[config.mk]
export PLATFORM = sky130hd
export DESIGN_NAME = crc_stream_engine
export DESIGN_NICKNAME = d
export VERILOG_FILES = /design/src/rtl/crc_pkg.sv /design/src/rtl/crc_step.sv /design/src/rtl/crc_stream_engine.sv
export SDC_FILE = /design/constraint.sdc
export NUM_CORES = 1
export LEC_CHECK = 0
export ABC_CLOCK_PERIOD_IN_PS = 2300
export CAP_MARGIN = 5
export CORE_MARGIN = 2
export CORE_UTILIZATION = 51
export DETAILED_ROUTE_END_ITERATION = 7
export PLACE_DENSITY_LB_ADDON = 0.3
export SLEW_MARGIN = 20
export SYNTH_ARGS = -nofsm -noshare
export SYNTH_HDL_FRONTEND = slang
export SYNTH_SLANG_ARGS = --single-unit
[constraint.sdc]
create_clock -name clk -period 2.3 [get_ports clk]
set_input_delay 0.46 -clock clk [delete_from_list [all_inputs] [get_ports clk]]
set_output_delay 0.46 -clock clk [all_outputs]
set_load 0.02 [all_outputs]
[src/rtl/crc_pkg.sv]
// crc_pkg: shared types, standard polynomials and reference helpers for the
// streaming CRC engine.
//   crc_state_t  : engine FSM states (IDLE, SHIFT, DONE)
//   POLY_*       : common generator polynomials, implicit top bit omitted
//   crc_fold     : MSB-first Galois fold on a register left-aligned in 32 bits
//   bit_reverse  : reverse the low 'width' bits of a 32-bit value
package crc_pkg;

  typedef enum logic [1:0] {
    IDLE  = 2'd0,
    SHIFT = 2'd1,
    DONE  = 2'd2
  } crc_state_t;

  localparam logic [31:0] POLY_CRC8_31     = 32'h0000_0031;
  localparam logic [31:0] POLY_CRC16_CCITT = 32'h0000_1021;
  localparam logic [31:0] POLY_CRC32       = 32'h04C1_1DB7;

  // crc and poly are left-aligned (register MSB at bit 31) so one routine
  // serves every width; bits are consumed from bits[n-1] down to bits[0].
  function automatic logic [31:0] crc_fold(input logic [31:0] crc,
                                           input logic [31:0] bits,
                                           input int          n,
                                           input logic [31:0] poly);
    logic [31:0] r;
    logic        fb;
    r = crc;
    for (int i = 31; i >= 0; i--) begin
      if (i < n) begin
        fb = r[31] ^ bits[i];
        r  = {r[30:0], 1'b0} ^ (fb ? poly : 32'h0);
      end
    end
    return r;
  endfunction

  // Reverse all 32 bits, then slide the field back down to bit 0.
  function automatic logic [31:0] bit_reverse(input logic [31:0] value,
                                              input int          width);
    logic [31:0] r;
    for (int i = 0; i < 32; i++) r[i] = value[31-i];
    return r >> (32 - width);
  endfunction

endpackage

[src/rtl/crc_step.sv]
// crc_step: combinational multi-bit LFSR update.
// Applies BITS MSB-first Galois steps to crc_in; bits[BITS-1] is folded first.
//   crc_in   in  CRC_W  current register value
//   bits     in  BITS   data bits for this clock, first-consumed bit at MSB
//   crc_next out CRC_W  register after BITS steps
module crc_step #(
  parameter int               CRC_W = 8,
  parameter logic [CRC_W-1:0] POLY  = 'h31,
  parameter int               BITS  = 1
) (
  input  logic [CRC_W-1:0] crc_in,
  input  logic [BITS-1:0]  bits,
  output logic [CRC_W-1:0] crc_next
);

  logic [CRC_W-1:0] acc;
  logic             fb;

  always_comb begin
    acc = crc_in;
    fb  = 1'b0;
    for (int i = 0; i < BITS; i++) begin
      fb  = acc[CRC_W-1] ^ bits[BITS-1-i];
      acc = {acc[CRC_W-2:0], 1'b0} ^ (fb ? POLY : '0);
    end
    crc_next = acc;
  end

endmodule

[src/rtl/crc_stream_engine.sv]
// crc_stream_engine: parametrised streaming CRC generator/checker.
// Accepts DATA_W-bit words over valid/ready and folds BITS_PER_CLK bits per
// clock into the CRC register; reports the finished CRC and a residue match.
//   clk, rst          clock and asynchronous active-high reset
//   abort             synchronous frame abort (highest priority)
//   in_valid/in_ready word handshake; in_ready only in IDLE
//   in_data           input word
//   in_sof / in_last  frame delimiters (sof reloads INIT on accept)
//   crc_valid         one-cycle pulse when crc_out/crc_ok are final
//   crc_out           reflected/XORed CRC, held until the next sof accept
//   crc_ok            raw register matched RESIDUE at frame end
module crc_stream_engine
  import crc_pkg::*;
#(
  parameter int          CRC_W        = 8,
  parameter logic [31:0] POLY         = POLY_CRC8_31,
  parameter logic [31:0] INIT         = 32'hFF,
  parameter bit          REFIN        = 1'b1,
  parameter bit          REFOUT       = 1'b0,
  parameter logic [31:0] XOROUT       = 32'h00,
  parameter logic [31:0] RESIDUE      = 32'h00,
  parameter int          DATA_W       = 8,
  parameter int          BITS_PER_CLK = 1
) (
  input  logic              clk,
  input  logic              rst,
  input  logic              abort,
  input  logic              in_valid,
  output logic              in_ready,
  input  logic [DATA_W-1:0] in_data,
  input  logic              in_sof,
  input  logic              in_last,
  output logic              crc_valid,
  output logic [CRC_W-1:0]  crc_out,
  output logic              crc_ok
);

  localparam int               STEPS     = DATA_W / BITS_PER_CLK;
  localparam int               CNT_W     = (STEPS > 1) ? $clog2(STEPS) : 1;
  localparam logic [CNT_W-1:0] LAST_CNT  = CNT_W'(STEPS - 1);
  localparam logic [CRC_W-1:0] POLY_T    = POLY[CRC_W-1:0];
  localparam logic [CRC_W-1:0] INIT_T    = INIT[CRC_W-1:0];
  localparam logic [CRC_W-1:0] XOROUT_T  = XOROUT[CRC_W-1:0];
  localparam logic [CRC_W-1:0] RESIDUE_T = RESIDUE[CRC_W-1:0];

  crc_state_t        state_reg;
  logic [CRC_W-1:0]  crc_reg;
  logic [DATA_W-1:0] data_reg;
  logic              last_reg;
  logic [CNT_W-1:0]  cnt_reg;

  logic [DATA_W-1:0] data_rev;
  logic [CRC_W-1:0]  crc_next;
  logic [CRC_W-1:0]  crc_next_rev;
  logic [CRC_W-1:0]  crc_final;

  // Reflected input is stored reversed so the shifter always feeds MSB first.
  genvar gi;
  generate
    for (gi = 0; gi < DATA_W; gi++) begin : g_data_rev
      assign data_rev[gi] = in_data[DATA_W-1-gi];
    end
    for (gi = 0; gi < CRC_W; gi++) begin : g_crc_rev
      assign crc_next_rev[gi] = crc_next[CRC_W-1-gi];
    end
  endgenerate

  crc_step #(
    .CRC_W (CRC_W),
    .POLY  (POLY_T),
    .BITS  (BITS_PER_CLK)
  ) u_step (
    .crc_in   (crc_reg),
    .bits     (data_reg[DATA_W-1 -: BITS_PER_CLK]),
    .crc_next (crc_next)
  );

  // Outputs are captured from the final fold result on the edge that enters DONE.
  assign crc_final = (REFOUT ? crc_next_rev : crc_next) ^ XOROUT_T;
  assign in_ready  = (state_reg == IDLE);

  always_ff @(posedge clk or posedge rst) begin
    if (rst) begin
      state_reg <= IDLE;
      crc_reg   <= INIT_T;
      data_reg  <= '0;
      last_reg  <= 1'b0;
      cnt_reg   <= '0;
      crc_valid <= 1'b0;
      crc_out   <= '0;
      crc_ok    <= 1'b0;
    end else if (abort) begin
      // Abort wins over any concurrent accept; results from earlier frames stay.
      state_reg <= IDLE;
      crc_reg   <= INIT_T;
      cnt_reg   <= '0;
      crc_valid <= 1'b0;
    end else begin
      crc_valid <= 1'b0;
      case (state_reg)
        IDLE: begin
          if (in_valid) begin
            data_reg  <= REFIN ? data_rev : in_data;
            last_reg  <= in_last;
            cnt_reg   <= '0;
            state_reg <= SHIFT;
            if (in_sof) begin
              crc_reg <= INIT_T;
              crc_ok  <= 1'b0;
            end
          end
        end
        SHIFT: begin
          crc_reg  <= crc_next;
          data_reg <= data_reg << BITS_PER_CLK;
          cnt_reg  <= cnt_reg + 1'b1;
          if (cnt_reg == LAST_CNT) begin
            if (last_reg) begin
              state_reg <= DONE;
              crc_valid <= 1'b1;
              crc_out   <= crc_final;
              crc_ok    <= (crc_next == RESIDUE_T);
            end else begin
              state_reg <= IDLE;
            end
          end
        end
        DONE: state_reg <= IDLE;
        default: state_reg <= IDLE;
      endcase
    end
  end

endmodule

==> impl_metrics.yaml <==
pwr:
  cellInternalPower_uw: 861
  p_per_area_mw_per_mm2: 632
  p_leak_uw: 0.000782
  total_power_uw: 1130
  pwr-share-clk_pct: 28.4
  sw_frac_of_total_pct: 24.1
  pwr-share-comb_pct: 14.9
  seqPwrFrac_pct: 56.7
  vdd_drop_max_v: 0.000466
  power_switching_uw: 274
layout:
  antenna_cells: 0
  final_area_mm2: 0.00180
  syn2layout_area_growth_pct: 23.1
  fillers: 203
  layout-drive-gt1-share_pct: 31.7
  fin_nets: 155
setup_path:
  criticalPathCategory: "reg -> out"
  cp.buffers_inverters: 1
  cp_data_required_time_ns: 1.84
  critPathLaunchType: "register"
  cp_slowest_cell: "clkdlybuf4s50_1"
  end_kind: "output port"
  crit_fanout: 10
  cp.arrival_ns: 1.56
  max_stage_delay_ns: 0.61
  critPathTopFamily: "buffers and inverters"
  worstPathCellList: "nor2_1 > clkdlybuf4s50_1"
clocking:
  cts_sinks: 32
  htreeDepth: 2
  cts-resized-gates: 0
  cts_tree: "yes"
  cts.clk_slew.worst_paths_ns: 0.10
  hold_buffers: 0
  cts.path.max_buffers: 2
  clk_latency_ns: 0.32
  cts_buffers: 5
  cts_root_buf: "clkbuf_4"
  post_cts_buffers: 0
sta:
  fin_tns_setup_ns: 0
  grt_setup_unrepaired: "no"
  setup_violations: 0
  final.setup_skew_ns: 0.0112
  finalHoldViolations: 0
  fmax_mhz: 494
  fin_crit_sh_pct: 88.0
  slew_violations: 0
  period_needed_ns: 2.02
  relSlewSlack_pct: 61.2
  tightest_slew_ns: 0.567
placement:
  place_area_mm2: 0.00174
  dp_hpwl_um: 1790
  io_buffers: 24
  gp_congestion: 0.718
grt:
  grt_util_all_layers_pct: 17.2
  grt_max_degree: 33
  grt_remaining_overflow: 0
  antenna_found_initial: 0
  grt_pass1_vias: 1017
  grt_pass1_wl_um: 4320
run:
  max_cap_viol_count: 0
outcome:
  status: "finished clean"
logic_synthesis:
  synth_top_area_cell: "dfrtp_1"
  syn_area_mm2: 0.00146
  syn_avg_cell_area_um2: 13.6
  yosysWarnings: 0
  synth_cells: 107
  netlist.area_leader.share_pct: 41.1
  synth.distinct_cells: 30
  syn_nets: 124
  synthTopCellsByArea: "dfrtp_1 (41%), mux2_2 (18%), dfstp_2 (14%), o22a_1 (4.2%), ha_1 (2.6%)"
  yosysSeqAreaShare_pct: 55.5
  ys_ff_latch: 32
hold_path:
  hp-class: "reg -> reg"
detailed_routing:
  first_pass_iters: 4
  vias_per_cell: 5.59
  wl_um: 2430
  ant_nets: 0
  drtIter0Drc: 13
  num_vias: 950
  drc_errors: 0
  avgRoutedWirePerCell_um: 14.3
floorplan:
  fp.coreArea_mm2: 0.00273
  dieArea_mm2: 0.00331
  die_y_um: 57.5
  ioPinCount: 25
  die_w_um: 57.5
  rows: 19
  start_util_pct: 53.4
[layout make-up]
| cell class | count | area (um2) | area share (%) |
|---|---|---|---|
| Tap cell | 31 | 38.8 | 2.16 |
| Inverter | 3 | 11.3 | 0.627 |
| Sequential cell | 32 | 811 | 45.1 |
| Multi-Input combinational cell | 67 | 599 | 33.4 |
| Clock buffer | 8 | 58.8 | 3.27 |
| Timing Repair Buffer | 29 | 278 | 15.5 |
[cells in the final DEF, fill, tap and decap left out]
| master | count |
|---|---|
| clkbuf_4 | 5 |
| nor2b_1 | 1 |
| o21bai_1 | 2 |
| clkbuf_8 | 1 |
| ha_1 | 3 |
| clkbuf_1 | 2 |
| o2bb2ai_1 | 1 |
| nor4_1 | 1 |
| inv_1 | 3 |
| nor3_2 | 1 |
| nand4_1 | 1 |
| a22oi_1 | 2 |
| clkdlybuf4s50_1 | 24 |
| dfrtp_1 | 24 |
| xor2_1 | 1 |
| mux2_2 | 23 |
| nor2_1 | 6 |
| nand2_1 | 2 |
| a21oi_1 | 1 |
| mux2i_1 | 2 |
| or3b_1 | 1 |
| buf_4 | 5 |
| a211oi_1 | 1 |
| dfstp_2 | 8 |
| nand2b_1 | 3 |
| xnor2_1 | 3 |
| nor3_1 | 2 |
| a2111oi_0 | 1 |
| o32a_1 | 1 |
| nor2_8 | 1 |
| o22a_1 | 7 |
[per-layer routing]
layer | wire length (um) | GRT usage, % | vias up
met5 | 0 | 0 | -
met3 | 85 | 5.67 | 5
li1 | - | - | 448
met4 | 38 | 6.98 | 0
met2 | 1200 | 28.1 | 17
met1 | 1110 | 21.0 | 480
[logic make-up after synthesis]
| kind of cell | after synthesis | synth area share [%] |
|---|---|---|
| flops | 32 | 55.5 |
| buf+inv | 8 | 3.43 |
| mux | 25 | 19.1 |
| simple gates | 19 | 7.97 |
| fa+ha+maj | 3 | 2.57 |
| compound gates | 16 | 9.00 |
| xor+xnor | 4 | 2.40 |
[Yosys cell counts]
library cell / count
nor2_1: 6
clkbuf_1: 1
o21bai_1: 2
a21oi_1: 1
o2bb2ai_1: 1
nor3_2: 1
inv_1: 3
nor3_1: 2
dfstp_2: 8
ha_1: 3
a22oi_1: 2
nand4_1: 1
dfrtp_1: 24
a2111oi_0: 1
xor2_1: 1
nand2_1: 2
o32a_1: 1
buf_4: 1
nor2b_1: 1
nand2b_1: 3
nor2_8: 1
mux2_2: 23
mux2i_1: 2
buf_6: 2
buf_2: 1
or3b_1: 1
o22a_1: 7
nor4_1: 1
xnor2_1: 3
a211oi_1: 1
[per-stage QoR]
step	hold slack, ns	std cells	util (%)	worst slack [ns]
floorplan	0.477	107	-	0.568
global placement	0.486	162	63.6	0.268
detailed placement	0.497	162	63.6	0.252
CTS	0.518	170	65.7	0.258
global route	0.524	170	65.7	0.159
finish	0.511	170	65.7	0.275
[path summary, 6_finish.rpt]
path,start,end,slack (ns),depth (start not counted)
worst min-delay path,crc_out[2],crc_out[2],0.51,1
worst max register to register,state_reg[1],crc_out[5],0.60,3
max in group asynchronous,rst,crc_reg[4],1.45,3
worst min register to register,crc_out[2],crc_out[2],0.51,1
worst max-delay path,state_reg[1],in_ready,0.28,2
min in group asynchronous,rst,data_reg[1],0.52,3
[power groups by stage]
stage | Clock [uW] | Combinational, uW | Sequential [uW]
5_1_grt | 362 | 187 | 651
6_report | 322 | 170 | 643
3_5_place_dp | 0 | 172 | 655
2_1_floorplan | 0 | 125 | 642
4_1_cts | 333 | 173 | 644
3_3_place_gp | 0 | 167 | 651
Note: power is estimated with default switching activity, not from simulation.
